**src/rtl/de4_sopc_loader_pkg.sv**
```systemverilog
// rtl/de4_sopc_loader_pkg.sv - shared defaults, byte-enable constant and FSM states for the boot-memory loader
package de4_sopc_loader_pkg;

  localparam int ADDR_W_DEF = 13;
  localparam int DATA_W_DEF = 32;

  localparam logic [DATA_W_DEF/8-1:0] BE_ALL = '1;

  typedef enum logic [2:0] {
    S_IDLE,
    S_WRITE,
    S_READ,
    S_DRAIN,
    S_DONE
  } state_t;

endpackage

```
**src/rtl/de4_sopc_loader_csum.sv**
```systemverilog
// rtl/de4_sopc_loader_csum.sv - clearable, enabled modulo-2**DATA_W running sum
module de4_sopc_loader_csum
  import de4_sopc_loader_pkg::*;
#(
  parameter int DATA_W = DATA_W_DEF
) (
  input  logic              clk,
  input  logic              reset,
  input  logic              clr,
  input  logic              en,
  input  logic [DATA_W-1:0] din,
  output logic [DATA_W-1:0] sum
);

  always_ff @(posedge clk) begin
    if (reset || clr) begin
      sum <= '0;
    end else if (en) begin
      sum <= sum + din;
    end
  end

endmodule

```
**src/rtl/de4_sopc_onchip_memory_loader.sv**
```systemverilog
// rtl/de4_sopc_onchip_memory_loader.sv - streams boot words into on-chip memory, optional checksum read-back
module de4_sopc_onchip_memory_loader
  import de4_sopc_loader_pkg::*;
#(
  parameter int ADDR_W = ADDR_W_DEF,
  parameter int DATA_W = DATA_W_DEF
) (
  input  logic                  clk,
  input  logic                  reset,
  input  logic                  start,
  input  logic [ADDR_W-1:0]     base_addr,
  input  logic [ADDR_W:0]       word_count,
  input  logic                  verify_en,
  input  logic                  in_valid,
  input  logic [DATA_W-1:0]     in_data,
  output logic                  in_ready,
  output logic                  busy,
  output logic                  done,
  output logic                  verify_err,
  output logic [ADDR_W-1:0]     mem_address,
  output logic [DATA_W/8-1:0]   mem_byteenable,
  output logic                  mem_chipselect,
  output logic                  mem_write,
  output logic [DATA_W-1:0]     mem_writedata,
  output logic                  mem_clken,
  input  logic [DATA_W-1:0]     mem_readdata
);

  localparam logic [DATA_W/8-1:0] be_on   = '1;
  localparam logic [ADDR_W:0]     rem_one = {{ADDR_W{1'b0}}, 1'b1};

  state_t              state;
  logic [ADDR_W-1:0]   base_q;
  logic [ADDR_W-1:0]   ptr;
  logic [ADDR_W:0]     count_q;
  logic [ADDR_W:0]     remaining;
  logic                verify_q;
  logic                rd_pend;
  logic                verr_q;
  logic [DATA_W-1:0]   wsum;
  logic [DATA_W-1:0]   rsum;

  logic accept;
  logic wr_cyc;
  logic rd_cyc;
  logic acc;

  assign accept = start && (state == S_IDLE);
  assign wr_cyc = (state == S_WRITE) && in_valid;
  assign rd_cyc = (state == S_READ);
  assign acc    = wr_cyc || rd_cyc;

  // Access strobes are decoded combinationally so WRITE sustains one word per cycle.
  assign in_ready       = (state == S_WRITE);
  assign busy           = (state != S_IDLE);
  assign done           = (state == S_DONE);
  assign mem_chipselect = acc;
  assign mem_write      = wr_cyc;
  assign mem_address    = acc ? ptr : '0;
  assign mem_writedata  = wr_cyc ? in_data : '0;
  assign mem_byteenable = acc ? be_on : '0;
  assign mem_clken      = 1'b1;

  // rsum is final in DONE, so the compare is folded in there and made sticky at the same edge.
  assign verify_err = verr_q || ((state == S_DONE) && verify_q && (rsum != wsum));

  de4_sopc_loader_csum #(.DATA_W(DATA_W)) u_wsum (
    .clk   (clk),
    .reset (reset),
    .clr   (accept),
    .en    (wr_cyc),
    .din   (in_data),
    .sum   (wsum)
  );

  de4_sopc_loader_csum #(.DATA_W(DATA_W)) u_rsum (
    .clk   (clk),
    .reset (reset),
    .clr   (accept),
    .en    (rd_pend),
    .din   (mem_readdata),
    .sum   (rsum)
  );

  always_ff @(posedge clk) begin
    if (reset) begin
      state     <= S_IDLE;
      base_q    <= '0;
      count_q   <= '0;
      verify_q  <= 1'b0;
      ptr       <= '0;
      remaining <= '0;
      rd_pend   <= 1'b0;
      verr_q    <= 1'b0;
    end else begin
      rd_pend <= rd_cyc;
      case (state)
        S_IDLE: begin
          if (start) begin
            base_q    <= base_addr;
            count_q   <= word_count;
            verify_q  <= verify_en;
            ptr       <= base_addr;
            remaining <= word_count;
            verr_q    <= 1'b0;
            state     <= (word_count == '0) ? S_DONE : S_WRITE;
          end
        end
        S_WRITE: begin
          if (in_valid) begin
            ptr       <= ptr + 1'b1;
            remaining <= remaining - 1'b1;
            if (remaining == rem_one) begin
              if (verify_q) begin
                ptr       <= base_q;
                remaining <= count_q;
                state     <= S_READ;
              end else begin
                state <= S_DONE;
              end
            end
          end
        end
        S_READ: begin
          ptr       <= ptr + 1'b1;
          remaining <= remaining - 1'b1;
          if (remaining == rem_one) begin
            state <= S_DRAIN;
          end
        end
        S_DRAIN: begin
          state <= S_DONE;
        end
        S_DONE: begin
          if (verify_err) begin
            verr_q <= 1'b1;
          end
          state <= S_IDLE;
        end
        default: begin
          state <= S_IDLE;
        end
      endcase
    end
  end

endmodule

```
**config.mk**
```make
export PLATFORM = sky130hd
export DESIGN_NAME = de4_sopc_onchip_memory_loader
export DESIGN_NICKNAME = d
export VERILOG_FILES = /design/src/rtl/de4_sopc_loader_pkg.sv /design/src/rtl/de4_sopc_loader_csum.sv /design/src/rtl/de4_sopc_onchip_memory_loader.sv
export SDC_FILE = /design/constraint.sdc
export NUM_CORES = 1
export LEC_CHECK = 0
export BUFFER_PORTS_ARGS = -buffer_cell sky130_fd_sc_hd__clkbuf_2
export CORE_MARGIN = 5
export CORE_UTILIZATION = 62
export DETAILED_ROUTE_END_ITERATION = 8
export MAX_ROUTING_LAYER = met4
export PLACE_DENSITY = 0.95
export SKIP_CTS_REPAIR_TIMING = 1
export SYNTH_ARGS = -nofsm -noshare
export SYNTH_HDL_FRONTEND = slang
export SYNTH_HIERARCHICAL = 1
export SYNTH_SLANG_ARGS = --single-unit
```
**constraint.sdc**
```tcl
create_clock -name clk -period 8.48 [get_ports clk]
set_input_delay 0.848 -clock clk [delete_from_list [all_inputs] [get_ports clk]]
set_output_delay 0.848 -clock clk [all_outputs]
set_load 0.005 [all_outputs]
```
==> results of run 1 <==
## tightest hold or removal path: cells and delay by family, from the launching register on
family	cells	cell delay (ns)
flops	1	0.31
compound gates	1	0.05
simple gates	1	0.05
## cell type report
cell class / instances / share of cell area (%)
Timing Repair Buffer: 158 / 7.47
Clock buffer: 23 / 4.22
Inverter: 16 / 0.554
Sequential cell: 124 / 22.9
Tap cell: 188 / 2.17
Clock inverter: 7 / 1.29
Multi-Input combinational cell: 966 / 61.4
## routing by layer
layer	up-vias	share of wire [%]	global-route usage, %
met5	-	0	-
met4	0	4.7	14.8
met3	133	8.5	4.95
met2	588	46	49.4
met1	4511	41	38.5
li1	4556	-	-
## cells by family (layout without fill, tap and decap cells)
group                    after synthesis  in the layout
adder cells (fa/ha/maj)               67             67
flip-flops                           124            124
multiplexers                          41             41
buffers and inverters                 89            204
AO/OA/AOI/OAI                        347            347
XOR/XNOR                             108            108
AND/OR/NAND/NOR                      402            402
other                                  1              1
## cells in the final DEF (no fill, tap or decap), drive strengths merged, types with 5 or more instances in the layout
master and n:
clkbuf 173, dfxtp 124, nand2 123, nor2 105, a21oi 87, xnor2 75
ha 65, o21ai 64, and3 44, a21o 44, mux2i 40, a211oi 37
xor2 33, a221oi 23, nand4 22, nand3 19, inv 16, o211ai 16
nor3 16, nor2b 15, nor4 11, o21a 10, o221ai 10, a31oi 9
buf 8, o21bai 8, or2 7, nand2b 7, nor3b 7, and4 7
a211o 6, a31o 5, a311oi 5, or4 5
## final timing paths
check	slack (ns)	end	startpoint	cells after the start
setup reg to reg	4.97	u_rsum/sum[11]	state[2]	8
setup / recovery	4.52	mem_address[12]	in_valid	5
hold reg to reg	0.45	count_q[6]	count_q[6]	2
hold / removal	0.45	count_q[6]	count_q[6]	2
## metrics by stage
step           cells  setup WS (ns)  hold slack (ns)  utilization, %
6_report        1482           4.52            0.453            71.9
5_1_grt         1482           4.38            0.472            71.9
2_1_floorplan   1179           5.23            0.433               -
3_5_place_dp    1452           4.58            0.449            67.9
4_1_cts         1482           4.57            0.458            71.9
3_3_place_gp    1452           4.75            0.442            67.9
## flip-flops by register name, indices dropped and copies added (netlist names)
signal / flops
u_wsum/sum: 32
base_q: 13
remaining: 14
state: 3
verify_q: 1
ptr: 13
rd_pend: 1
u_rsum/sum: 32
count_q: 14
verr_q: 1
## power by group
part,switching (uW),leakage (uW),internal (uW)
Combinational,238,0.00350,160
Clock,268,0.000283,496
Sequential,47.3,0.00101,618
Total,553,0.00480,1270
==> results.json, run 1 <==
{
  "p_total_uw": 1830,
  "relSlewSlack_pct": 39.5,
  "antenna_found_initial": 0,
  "grt_pass1_vias": 9182,
  "vias": 9788,
  "yosysWarnings": 6,
  "synth_area_per_cell_um2": 8.05,
  "die-width_um": 134,
  "irDropWorstVdd_mv": 0.161,
  "cts_tree": "done",
  "max_stage_delay_ns": 0.87,
  "wl_um": 28200,
  "worstPathArrival_ns": 3.11,
  "fin_worst_skew_ns": 0.00938,
  "syn_to_final_growth_pct": 14.3,
  "syn_inst": 1179,
  "finalSetupViolCount": 0,
  "grt_overflow": 0,
  "drt_iter0_markers": 1213,
  "syn_area_um2": 9490,
  "crit_family": "simple AND/OR/NAND/NOR gates",
  "drv_cap": 0,
  "ioPinCount": 152,
  "finalHoldViolCount": 0,
  "ys_ff_latch": 124,
  "async_flop_share_pct": 0,
  "ys_seq_area_share_pct": 26.1,
  "die_y_um": 134,
  "worstMarginPinSlew_ns": 0.903,
  "synthXorXnorAreaFrac_pct": 9.96,
  "ff_latch_area_um2": 2480,
  "period_share_pct": 46.7,
  "yosysTopAreaCell": "dfxtp_1",
  "multi_input_area_um2": 6660,
  "start_util_pct": 62.9,
  "grt_usage_pct": 31.0,
  "critPathKind": "in2out",
  "cp.required_ns": 7.63,
  "synthFlopType": "dfxtp_1",
  "synth_common_cells": "dfxtp_1 (124), nand2_1 (123), nor2_1 (104)",
  "slew_violations": 0,
  "cp_common_cell": "clkbuf_2",
  "synth_edf_count": 0,
  "clkTransAtPathRegs_ns": 0.06,
  "core_um2": 15100,
  "powerDensity_nw_per_um2": 168,
  "grt_pass1_wl_um": 44400,
  "startpoint_type": "input port",
  "timing.fmax_mhz": 253,
  "antenna_left": 0,
  "die_area_um2": 17900,
  "crit_buf_inv": 2,
  "wl_per_cell_um": 19.0,
  "cp_slowest_cell": "and2_2",
  "synth_top_family_by_area": "compound AO/OA/AOI/OAI gates",
  "fin_tns_setup_ns": 0,
  "status": "finished, final reports clean",
  "leakage_uw": 0.00480,
  "synth_simple_gate_area_share_pct": 21.1,
  "gp_congestion": 0.951,
  "dpl-instance-area_um2": 10200,
  "synth.most_common_cell": "dfxtp_1",
  "synth_fp_nets": 1342,
  "finalInstanceArea_um2": 10800,
  "numPortBuffers": 150,
  "min_path_type": "reg2reg",
  "fill_cells": 1109,
  "hpwl_um": 19700,
  "clk_latency_ns": 0.42,
  "cts-htree-levels": 4,
  "synth-adder-area-share_pct": 8.99,
  "endpoint_kind": "primary output",
  "drc": 0,
  "grt_start_max_net_pins": 64,
  "yosys-mux-area-fraction_pct": 4.34,
  "cts_buffers": 17,
  "synth_top_area_share_pct": 26.1,
  "synth_area_leaders": "dfxtp_1 (26%), ha_1 (8.6%), xnor2_1 (6.9%), nand2_1 (4.9%), a21oi_1 (4.6%)",
  "drt_first_pass_iters": 7,
  "layout.nets": 1446,
  "cts.sinks": 124,
  "cts_buffer_depth": 2,
  "rsz0062_at_grt": "false",
  "crit_chain": "clkbuf_2, and2_2, nor2_1, nor2b_1, clkbuf_2",
  "period_needed_ns": 3.96,
  "synth.distinct_cells": 70,
  "avgViaCountPerCell": 6.60,
  "num_antenna_cells": 0,
  "path_max_fanout": 35,
  "layout-drive-gt1-share_pct": 17.8,
  "synth_compound_area_share_pct": 25.5,
  "root_buffer": "clkbuf_16",
  "rows": 45
}
Note: power is estimated with default switching activity, not from simulation.
==> run 2: changes to the inputs <==
CORE_UTILIZATION = 53   (was 62)
PLACE_DENSITY = 0.89   (was 0.95)
clock period = 3.5 ns   (was 8.48 ns; I/O delays follow)
==> run 2 against run 1 <==
Against the previous run:
- clock-buffer cell count fell by 3
- critical path type is now reg2reg
- setup slack got worse by 4.1 ns
- register-to-register slack got worse by 4.6 ns
- first-iteration DRC count fell by 31%
- clock skew barely moved
- critical path depth rose by 6
- clock power rose by 140%
- core utilization fell by 10 points
- sequential power rose by 140%
- combinational power rose by 140%
==> results.json, run 2 (synthesized netlist as in run 1, its figures left out) <==
{
  "endpoint_kind": "flop",
  "cts_buffer_depth": 2,
  "grt_start_max_net_pins": 61,
  "timing.fmax_mhz": 321,
  "avgViaCountPerCell": 6.19,
  "dpl-instance-area_um2": 10400,
  "vias": 9488,
  "clkTransAtPathRegs_ns": 0.06,
  "route.met3.wl_um": 2100,
  "max_stage_delay_ns": 0.41,
  "cts-htree-levels": 4,
  "drt_first_pass_iters": 5,
  "dp.cells": 1500,
  "wl_per_cell_um": 17.9,
  "p_int_uw": 3060,
  "die-width_um": 144,
  "numPortBuffers": 150,
  "power_frac_seq_pct": 36.2,
  "worstMarginPinSlew_ns": 0.818,
  "cts.sinks": 124,
  "final_common_cell": "clkbuf_2",
  "cp_slowest_cell": "fa_1",
  "p_total_uw": 4430,
  "grt_usage_pct": 26.8,
  "final-instance-count-excl-fill": 1532,
  "period_needed_ns": 3.11,
  "pre_cts_ws_ns": 0.391,
  "combPwrFrac_pct": 21.9,
  "top_regs": "u_rsum/sum: 32 flops, u_wsum/sum: 32 flops",
  "finalSetupViolCount": 0,
  "period_share_pct": 88.9,
  "setup_ws_ns": 0.389,
  "wl_met1_um": 11600,
  "grt_pass1_vias": 8958,
  "powerDensity_nw_per_um2": 404,
  "route.top_layer_used": "met4",
  "gp_congestion": 0.927,
  "die_area_um2": 20700,
  "layout.nets": 1453,
  "dr_wl_met2_um": 12500,
  "irDropWorstVdd_mv": 0.344,
  "cts_buffers": 17,
  "min_path_type": "in2reg",
  "cp.required_ns": 3.80,
  "finalInstanceArea_um2": 11000,
  "antenna_found_initial": 0,
  "finalHoldViolCount": 0,
  "grt_pass1_wl_um": 43600,
  "hold_depth": 3,
  "worst_r2r_path_depth": 11,
  "drt_iter0_markers": 834,
  "rows": 49,
  "final_cell_mix": "clkbuf_2 (150), dfxtp_1 (124), nand2_1 (123), nor2_1 (103), a21oi_1 (87)",
  "syn_to_final_growth_pct": 15.6,
  "cts_tree": "done",
  "fin_tns_setup_ns": 0,
  "critPathKind": "reg2reg",
  "grt_overflow": 0,
  "relSlewSlack_pct": 45.3,
  "path_max_fanout": 5,
  "wl_um": 27500,
  "clk_latency_ns": 0.42,
  "ioPinCount": 152,
  "hpwl_um": 19800,
  "drv_cap": 0,
  "fin_worst_skew_ns": 0.00958,
  "antenna_left": 0,
  "core_um2": 17800,
  "swShare_pct": 31.1,
  "worstPathArrival_ns": 3.41,
  "layout-drive-gt1-share_pct": 18.6,
  "root_buffer": "clkbuf_16",
  "num_antenna_cells": 0,
  "leakage_uw": 0.00484,
  "start_util_pct": 53.4,
  "rsz0062_at_grt": "false",
  "die_y_um": 144,
  "switching_power_uw": 1380,
  "crit_chain": "ha_1, fa_1, a21o_1, a221oi_2, o31a_1, o31ai_4, a31oi_1, o21ai_1, a221oi_2, xor2_1, o21ai_1",
  "startpoint_type": "flop",
  "status": "finished, final reports clean",
  "slew_violations": 0,
  "clkPwrFrac_pct": 41.9,
  "drc": 0
}
## run 2: changes by cell type in the layout (fill, tap and decap cells not counted), sizes merged
| cell | previous run | this run |
|---|---|---|
| bufinv | 4 | 3 |
| buf | 8 | 15 |
| clkinv | 1 | 4 |
| inv | 16 | 17 |
| clkbuf | 173 | 170 |
| clkinvlp | 2 | 4 |
## run 2: final timing paths
check | start | endpoint | slack, ns
worst max-delay path | u_wsum/sum[0] | u_wsum/sum[28] | 0.39
worst min-delay path | verify_en | verify_q | 0.16
worst max register to register | u_wsum/sum[0] | u_wsum/sum[28] | 0.39
worst min register to register | base_q[2] | base_q[2] | 0.46
## run 2: layout make-up
class                   count  area (um^2)
fillers                  1524         6810
multi-input cells         966         6660
flip-flops and latches    124         2480
repair buffers            165          863
clock buffers              20          457
well taps                 229          287
clock inverters            12          164
inverters                  16         60.1
## run 2: worst max-delay path, delay by kind of cell, from the launching register on
family / cells / cell delay, ns
flip-flops: 1 / 0.35
AO/OA/AOI/OAI: 8 / 1.79
adder cells (fa/ha/maj): 2 / 0.64
XOR/XNOR: 1 / 0.20
## run 2: stage by stage
stage	hold WS [ns]	util (%)
floorplan	0.433	-
global placement	0.439	58.2
detailed placement	0.449	58.2
CTS	0.149	61.7
global route	0.156	61.7
finish	0.161	61.7
## run 2: routing by layer
metal | global-route usage (%) | up-vias
met2 | 41.3 | 422
met5 | - | -
li1 | - | 4552
met3 | 4.59 | 98
met1 | 33.9 | 4416
met4 | 13.4 | 0
## run 2: power groups by stage
stage	Combinational, uW	Sequential [uW]	Clock, uW
detailed placement	948	1630	0
CTS	958	1600	1880
global placement	921	1630	0
finish	973	1600	1860
global route	1070	1620	1930
floorplan	703	1590	0
==> run 3: changes to the inputs <==
PLACE_DENSITY = 0.78   (was 0.89)
==> run 3 against run 2 <==
Against the previous run:
- final cell count did not move
- routed wire length increased by 0.15%
- power about the same
- via count down 1.5%
- critical path depth did not move
- sequential power hardly changed
- clock power about the same
- highest routed layer unchanged
==> results.json, run 3 (synthesized netlist as in run 1, its figures left out) <==
{
  "status": "finished, final reports clean",
  "die-width_um": 144,
  "cts_tree": "done",
  "avgViaCountPerCell": 6.10,
  "drc": 0,
  "vias": 9346,
  "root_buffer": "clkbuf_16",
  "final_common_cell": "clkbuf_2",
  "relSlewSlack_pct": 42.8,
  "cts_buffer_depth": 2,
  "powerDensity_nw_per_um2": 404,
  "irDropWorstVdd_mv": 0.358,
  "grt_pass1_vias": 8660,
  "syn_to_final_growth_pct": 15.6,
  "critPathKind": "reg2reg",
  "grt_start_max_net_pins": 61,
  "layout-drive-gt1-share_pct": 18.5,
  "worstMarginPinSlew_ns": 0.856,
  "cp.required_ns": 3.79,
  "die_area_um2": 20700,
  "finalSetupViolCount": 0,
  "endpoint_kind": "flop",
  "period_share_pct": 86.9,
  "worstPathArrival_ns": 3.33,
  "leakage_uw": 0.00485,
  "min_path_type": "in2reg",
  "finalHoldViolCount": 0,
  "setup_ws_ns": 0.460,
  "clk_latency_ns": 0.42,
  "drv_cap": 0,
  "grt_pass1_wl_um": 43200,
  "fin_worst_skew_ns": 0.0108,
  "top_regs": "u_rsum/sum: 32 flops, u_wsum/sum: 32 flops",
  "startpoint_type": "flop",
  "antenna_left": 0,
  "cts-htree-levels": 4,
  "timing.fmax_mhz": 329,
  "layout.nets": 1455,
  "wl_um": 27500,
  "fin_tns_setup_ns": 0,
  "final_cell_mix": "clkbuf_2 (150), dfxtp_1 (124), nand2_1 (123), nor2_1 (103), a21oi_1 (87)",
  "drt_iter0_markers": 800,
  "max_stage_delay_ns": 0.42,
  "cts_buffers": 17,
  "clkTransAtPathRegs_ns": 0.06,
  "antenna_found_initial": 1,
  "die_y_um": 144,
  "numPortBuffers": 150,
  "gp_congestion": 0.904,
  "p_total_uw": 4430,
  "grt_usage_pct": 26.8,
  "cts.sinks": 124,
  "period_needed_ns": 3.04,
  "grt_overflow": 0,
  "slew_violations": 0,
  "wl_per_cell_um": 17.9,
  "cp_slowest_cell": "fa_1",
  "rows": 49,
  "rsz0062_at_grt": "false",
  "crit_chain": "ha_1, fa_1, a21o_1, a221oi_2, o31a_1, o31ai_4, a31oi_1, o21ai_1, a221oi_2, xor2_1, o21ai_1",
  "core_um2": 17800,
  "final_util_pct": 61.7,
  "path_max_fanout": 5,
  "start_util_pct": 53.4,
  "pre_cts_ws_ns": 0.374,
  "ioPinCount": 152,
  "drt_first_pass_iters": 5,
  "hpwl_um": 19900
}
run 3: cell count changes in the layout (fill, tap and decap cells not counted), sizes merged:
cell	change
bufinv	+1
clkinvlp	-3
buf	+2
diode	+1
inv	-1
clkinv	-1
clkbuf	+1
run 3: routing by layer:
metal,track usage (%),wire [um],vias up
li1,-,-,4564
met1,34.3,12200,4392
met2,43.0,13000,346
met3,4.99,1730,44
met4,8.13,542,0
met5,-,0,-
run 3: final timing paths:
path | start | cells past startpoint | slack [ns] | end
worst max register to register | u_wsum/sum[0] | 11 | 0.46 | u_wsum/sum[28]
worst max-delay path | u_wsum/sum[0] | 11 | 0.46 | u_wsum/sum[28]
worst min-delay path | base_addr[12] | 3 | 0.17 | base_q[12]
worst min register to register | base_q[2] | 2 | 0.45 | base_q[2]
run 3: area by class of cell:
type	count	area, um^2
Antenna cell	1	2.50
Clock inverter	8	143
Multi-Input combinational cell	966	6660
Inverter	16	60.1
Sequential cell	124	2480
Tap cell	229	287
Clock buffer	21	460
Timing Repair Buffer	167	878
Fill cell	1579	6810
run 3: critical path, delay by kind of cell (launching register included):
kind | cells | cell delay, ns
AO/OA/AOI/OAI | 8 | 1.74
adder cells (fa/ha/maj) | 2 | 0.65
flip-flops | 1 | 0.35
XOR/XNOR | 1 | 0.18
run 3: stage by stage:
| stage | cells | instance area [um^2] | hold slack [ns] |
|---|---|---|---|
| floorplan | 1179 | 9490 | 0.433 |
| global placement | 1502 | 10400 | 0.442 |
| detailed placement | 1502 | 10400 | 0.449 |
| CTS | 1531 | 11000 | 0.160 |
| global route | 1532 | 11000 | 0.162 |
| finish | 1532 | 11000 | 0.168 |
run 3: power by group:
group	internal [uW]	switching, uW
clock network	1210	642
logic	397	574
registers	1500	108
